**config.mk**
```make
export PLATFORM = sky130hd
export DESIGN_NAME = button_event_gen
export DESIGN_NICKNAME = d
export VERILOG_FILES = /design/src/rtl/button_event_gen.sv
export SDC_FILE = /design/constraint.sdc
export NUM_CORES = 1
export LEC_CHECK = 0
export CAP_MARGIN = 0
export CORE_MARGIN = 10
export CORE_UTILIZATION = 50
export CTS_CLUSTER_SIZE = 25
export DETAILED_ROUTE_END_ITERATION = 8
export PLACE_DENSITY_LB_ADDON = 0.15
export SYNTH_ARGS = -nofsm -noshare
export SYNTH_HDL_FRONTEND = slang
export SYNTH_SLANG_ARGS = --single-unit
export TNS_END_PERCENT = 50
```
**constraint.sdc**
```tcl
create_clock -name clk -period 2.6 [get_ports clk]
set_input_delay 0.52 -clock clk [delete_from_list [all_inputs] [get_ports clk]]
set_output_delay 0.52 -clock clk [all_outputs]
set_load 0.1 [all_outputs]
```
**src/rtl/button_event_gen.sv**
```systemverilog
// rtl/button_event_gen.sv - per-channel press/release/long/repeat event generator
module button_event_gen #(
  parameter int w             = 1,
  parameter int cnt_width     = 24,
  parameter int long_cycles   = 12_500_000,
  parameter int repeat_cycles = 2_500_000
) (
  input  logic         clk,
  input  logic         reset,
  input  logic [w-1:0] btn_in,
  output logic [w-1:0] press_pulse,
  output logic [w-1:0] release_pulse,
  output logic [w-1:0] long_pulse,
  output logic [w-1:0] repeat_pulse,
  output logic [w-1:0] held
);

  typedef enum logic [1:0] {
    ST_IDLE    = 2'd0,
    ST_PRESSED = 2'd1,
    ST_LONG    = 2'd2
  } state_t;

  // Terminal counts: the counter starts at 0 on entry, so expiry is at N-1.
  localparam logic [cnt_width-1:0] LONG_LAST   = cnt_width'(long_cycles - 1);
  localparam logic [cnt_width-1:0] REPEAT_LAST =
    cnt_width'((repeat_cycles > 0) ? (repeat_cycles - 1) : 0);
  localparam logic [cnt_width-1:0] CNT_ONE     = cnt_width'(1);

  genvar g;
  generate
    for (g = 0; g < w; g++) begin : g_ch
      state_t               r_state;
      logic [cnt_width-1:0] r_cnt;
      logic                 r_btn_prev;
      logic                 r_press;
      logic                 r_release;
      logic                 r_long;
      logic                 r_repeat;
      logic                 r_held;
      logic                 w_btn;

      assign w_btn = btn_in[g];

      // Channel FSM: release always wins over a simultaneous long/repeat expiry.
      always_ff @(posedge clk or posedge reset) begin
        if (reset) begin
          r_state    <= ST_IDLE;
          r_cnt      <= '0;
          r_btn_prev <= 1'b0;
          r_press    <= 1'b0;
          r_release  <= 1'b0;
          r_long     <= 1'b0;
          r_repeat   <= 1'b0;
          r_held     <= 1'b0;
        end else begin
          r_btn_prev <= w_btn;
          r_press    <= 1'b0;
          r_release  <= 1'b0;
          r_long     <= 1'b0;
          r_repeat   <= 1'b0;
          case (r_state)
            ST_IDLE: begin
              if (w_btn && !r_btn_prev) begin
                r_state <= ST_PRESSED;
                r_cnt   <= '0;
                r_press <= 1'b1;
                r_held  <= 1'b1;
              end
            end
            ST_PRESSED: begin
              if (!w_btn) begin
                r_state   <= ST_IDLE;
                r_cnt     <= '0;
                r_release <= 1'b1;
                r_held    <= 1'b0;
              end else if (r_cnt == LONG_LAST) begin
                r_state <= ST_LONG;
                r_cnt   <= '0;
                r_long  <= 1'b1;
              end else begin
                r_cnt <= r_cnt + CNT_ONE;
              end
            end
            ST_LONG: begin
              if (!w_btn) begin
                r_state   <= ST_IDLE;
                r_cnt     <= '0;
                r_release <= 1'b1;
                r_held    <= 1'b0;
              end else if (repeat_cycles == 0) begin
                r_cnt <= '0;
              end else if (r_cnt == REPEAT_LAST) begin
                r_cnt    <= '0;
                r_repeat <= 1'b1;
              end else begin
                r_cnt <= r_cnt + CNT_ONE;
              end
            end
            default: begin
              r_state <= ST_IDLE;
              r_cnt   <= '0;
              r_held  <= 1'b0;
            end
          endcase
        end
      end

      assign press_pulse[g]   = r_press;
      assign release_pulse[g] = r_release;
      assign long_pulse[g]    = r_long;
      assign repeat_pulse[g]  = r_repeat;
      assign held[g]          = r_held;
    end
  endgenerate

endmodule

```
==> flow_metrics.tcl <==
set metrics [dict create \
    status "complete, no violations" \
    startpoint_type "flop" \
    seqPwrFrac_pct 46.4 \
    dr.pass1.iters 4 \
    grtUsageTotal_pct 12.6 \
    cp_slowest_cell "or4b_4" \
    synth_mux_area_share_pct 0 \
    io_buffers 7 \
    postSynthNetCount 187 \
    initial_utilization_pct 51.6 \
    finalSetupViolCount 0 \
    die_x_um 78.7 \
    ant_nets 0 \
    clockPowerShare_pct 22.8 \
    crit_path_frequent_cell "o21ai_0" \
    h-tree-depth 2 \
    die_area_um2 6190 \
    crit_type "flop to flop" \
    syn_area_um2 1720 \
    fmax_mhz 442 \
    final_max_slew_viol_count 0 \
    die_h_um 78.7 \
    worst_pin_slew_ns 0.516 \
    power_density_nw_per_um2 622 \
    cap_violations 0 \
    drc 0 \
    wl_per_cell_um 14.6 \
    avgViaCountPerCell 5.60 \
    rsz0062_at_grt "false" \
    comb_power_share_pct 30.8 \
    hold_buffers 0 \
    ir_drop_mv 0.283 \
    synth-adder-area-share_pct 2.91 \
    final_cells 241 \
    worst_path_largest_cell_delay_ns 0.58 \
    layout-drive-gt1-share_pct 12.8 \
    gp_congestion 0.828 \
    synth_compound_area_share_pct 9.08 \
    dpl.hpwl_um 2550 \
    yosys-top-cells-area "dfrtp_1, xnor2_1, nor2_1" \
    area_delta_synth_final_pct 10.2 \
    synth_top_family_by_area "simple AND/OR/NAND/NOR gates" \
    io_pins 8 \
    grt_pass1_vias 1384 \
    synth_simple_gate_area_share_pct 29.2 \
    cts_resized 0 \
    finalInstanceArea_um2 1900 \
    hp-class "flop to flop" \
    cts.sinks 32 \
    cp_cell_sequence "or4b_4 -> nor3_4 -> a21oi_1 -> o21ai_0 -> o21ai_0" \
    netlist.area_leader.share_pct 46.5 \
    clk_path_buf_depth 2 \
    synth.avg_cell_area_um2 9.56 \
    min_period_ns 2.26 \
    finalWorstSetupSlack_ns 0.339 \
    synth_warnings 0 \
    synth_cell_types 38 \
    fin_nets 202 \
    cp_max_fo 6 \
    routed-via-count 1350 \
    p_switching_mw 0.463 \
    fillers 309 \
    dp_worst_setup_slack_ns 0.177 \
    finalCritPeriodShare_pct 87.0 \
    grt_overflow_total 0 \
    synthXorXnorAreaFrac_pct 9.67 \
    placed_area_um2 1850 \
    synth_seq_area_share_pct 46.5 \
    fin_worst_skew_ns 0.00631 \
    clk_pin_slew_ns 0.10 \
    grt_max_degree 33 \
    clock_latency_ns 0.34 \
    hold_viol 0 \
    power_leakage_nw 0.779 \
    antenna_found_initial 0 \
    p_sw_share_pct 39.2 \
    drt_iter0_markers 114 \
    intPower_mw 0.717 \
    coreArea_um2 3340 \
    cts_inserted_buffers 5 \
    slew_headroom_pct 65.2 \
    root_buffer "clkbuf_4" \
    insertedDiodeCount 0 \
    cp.required_ns 2.80 \
    yosys.area.top_type "dfrtp_1" \
    grt_pass1_wl_um 6380 \
    end_kind "flop" \
    cts_tree "yes" \
    synth_cells 180 \
    routed_wl_um 3530 \
    seq_area_um2 801 \
    dpl.cell_count 234 \
    cts_setup_buffers 0 \
    fin_tns_setup_ns 0 \
    multi_input_area_um2 876 \
    ys_ff_latch 32 \
    crit_arrival_ns 2.46 \
    row_count 21 \
]
-- stage by stage --
step	hold slack, ns	total power [mW]	utilization (%)
after floorplan	0.498	0.837	-
after global placement	0.519	0.905	55.5
after detailed placement	0.535	0.918	55.5
after CTS	0.561	1.18	56.9
after global routing	0.581	1.25	56.9
final	0.551	1.18	56.9
-- critical path: cells and delay by family (launching register included) --
kind	cells	cell delay, ns
AO/OA/AOI/OAI	3	0.85
AND/OR/NAND/NOR	2	0.82
flip-flops	1	0.46
-- routing by layer --
layer	share of wire (%)	track usage, %
met1	49	16.9
met2	45	18.2
met3	4.6	4.67
met4	1.2	4.48
met5	0	0
-- final cells by class --
cell class | instances | share of cell area, %
Multi-Input combinational cell | 138 | 46.1
Inverter | 6 | 1.19
Clock inverter | 1 | 0.264
Sequential cell | 32 | 42.2
Tap cell | 46 | 3.03
Clock buffer | 6 | 2.18
Timing Repair Buffer | 12 | 5.01
-- kinds of logic after synthesis --
logic type / count (synthesis)
buffers and inverters: 10
AO/OA/AOI/OAI: 20
adder cells (fa/ha/maj): 4
flip-flops: 32
XOR/XNOR: 19
AND/OR/NAND/NOR: 95
-- synthesized netlist by cell type, drive strengths merged --
master and count:
and2 3, nand4 6, nand4bb 1, a221oi 1
o211ai 2, inv 6, a211o 1, nand2b 2
o21ai 6, o31ai 1, nor4b 1, or4b 1
buf 1, nand3 10, nor4 3, nor2b 3
o311ai 1, ha 4, a21oi 3, o2111ai 1
xor2 8, a2111oi 1, nor3 10, clkbuf 3
a41oi 1, or3 1, and3 3, a31oi 2
dfrtp 32, nor2 25, xnor2 11, or2 1
nand2 21, and4 3, nand4b 1
-- layout by cell type, fill, tap and decap left out, types with 2 or more instances in the layout --
cell type	instances
and2_1	3
and3_1	3
and4_1	2
nor2b_1	3
nand4_1	6
xor2_1	8
nor2_2	2
nand3_1	10
xnor2_1	11
a21oi_1	3
buf_4	10
nand2_1	21
a31oi_1	2
nor3_1	9
nor2_1	23
nor4_1	3
inv_1	6
ha_1	4
dfrtp_1	32
o21ai_0	6
clkdlybuf4s50_1	2
nand2b_1	2
clkbuf_4	5
o211ai_1	2
-- registers in the layout, summed over array words and instances (netlist names) --
name / count
repeat_pulse: 1
long_pulse: 1
g_ch.r_btn_prev: 1
release_pulse: 1
press_pulse: 1
g_ch.r_cnt: 24
g_ch.r_state: 2
held: 1
-- power by group through the flow --
stage               registers, mW  clock network (mW)  logic, mW
global placement            0.553                   0      0.351
detailed placement          0.556                   0      0.363
floorplan                   0.642                   0      0.195
finish                      0.547               0.269      0.363
CTS                         0.548               0.271      0.366
global route                0.551               0.297      0.399
-- final timing paths --
path / from / endpoint / slack, ns / depth (start not counted)
worst min register to register: held / held / 0.55 / 2
worst max-delay path: g_ch[0].r_cnt[5] / g_ch[0].r_cnt[0] / 0.34 / 5
max in group asynchronous: reset / g_ch[0].r_cnt[1] / 1.74 / 3
worst max register to register: g_ch[0].r_cnt[5] / g_ch[0].r_cnt[0] / 0.34 / 5
min in group asynchronous: reset / long_pulse / 0.56 / 3
worst min-delay path: held / held / 0.55 / 2
No activity file was read; power rests on OpenSTA's default activity.
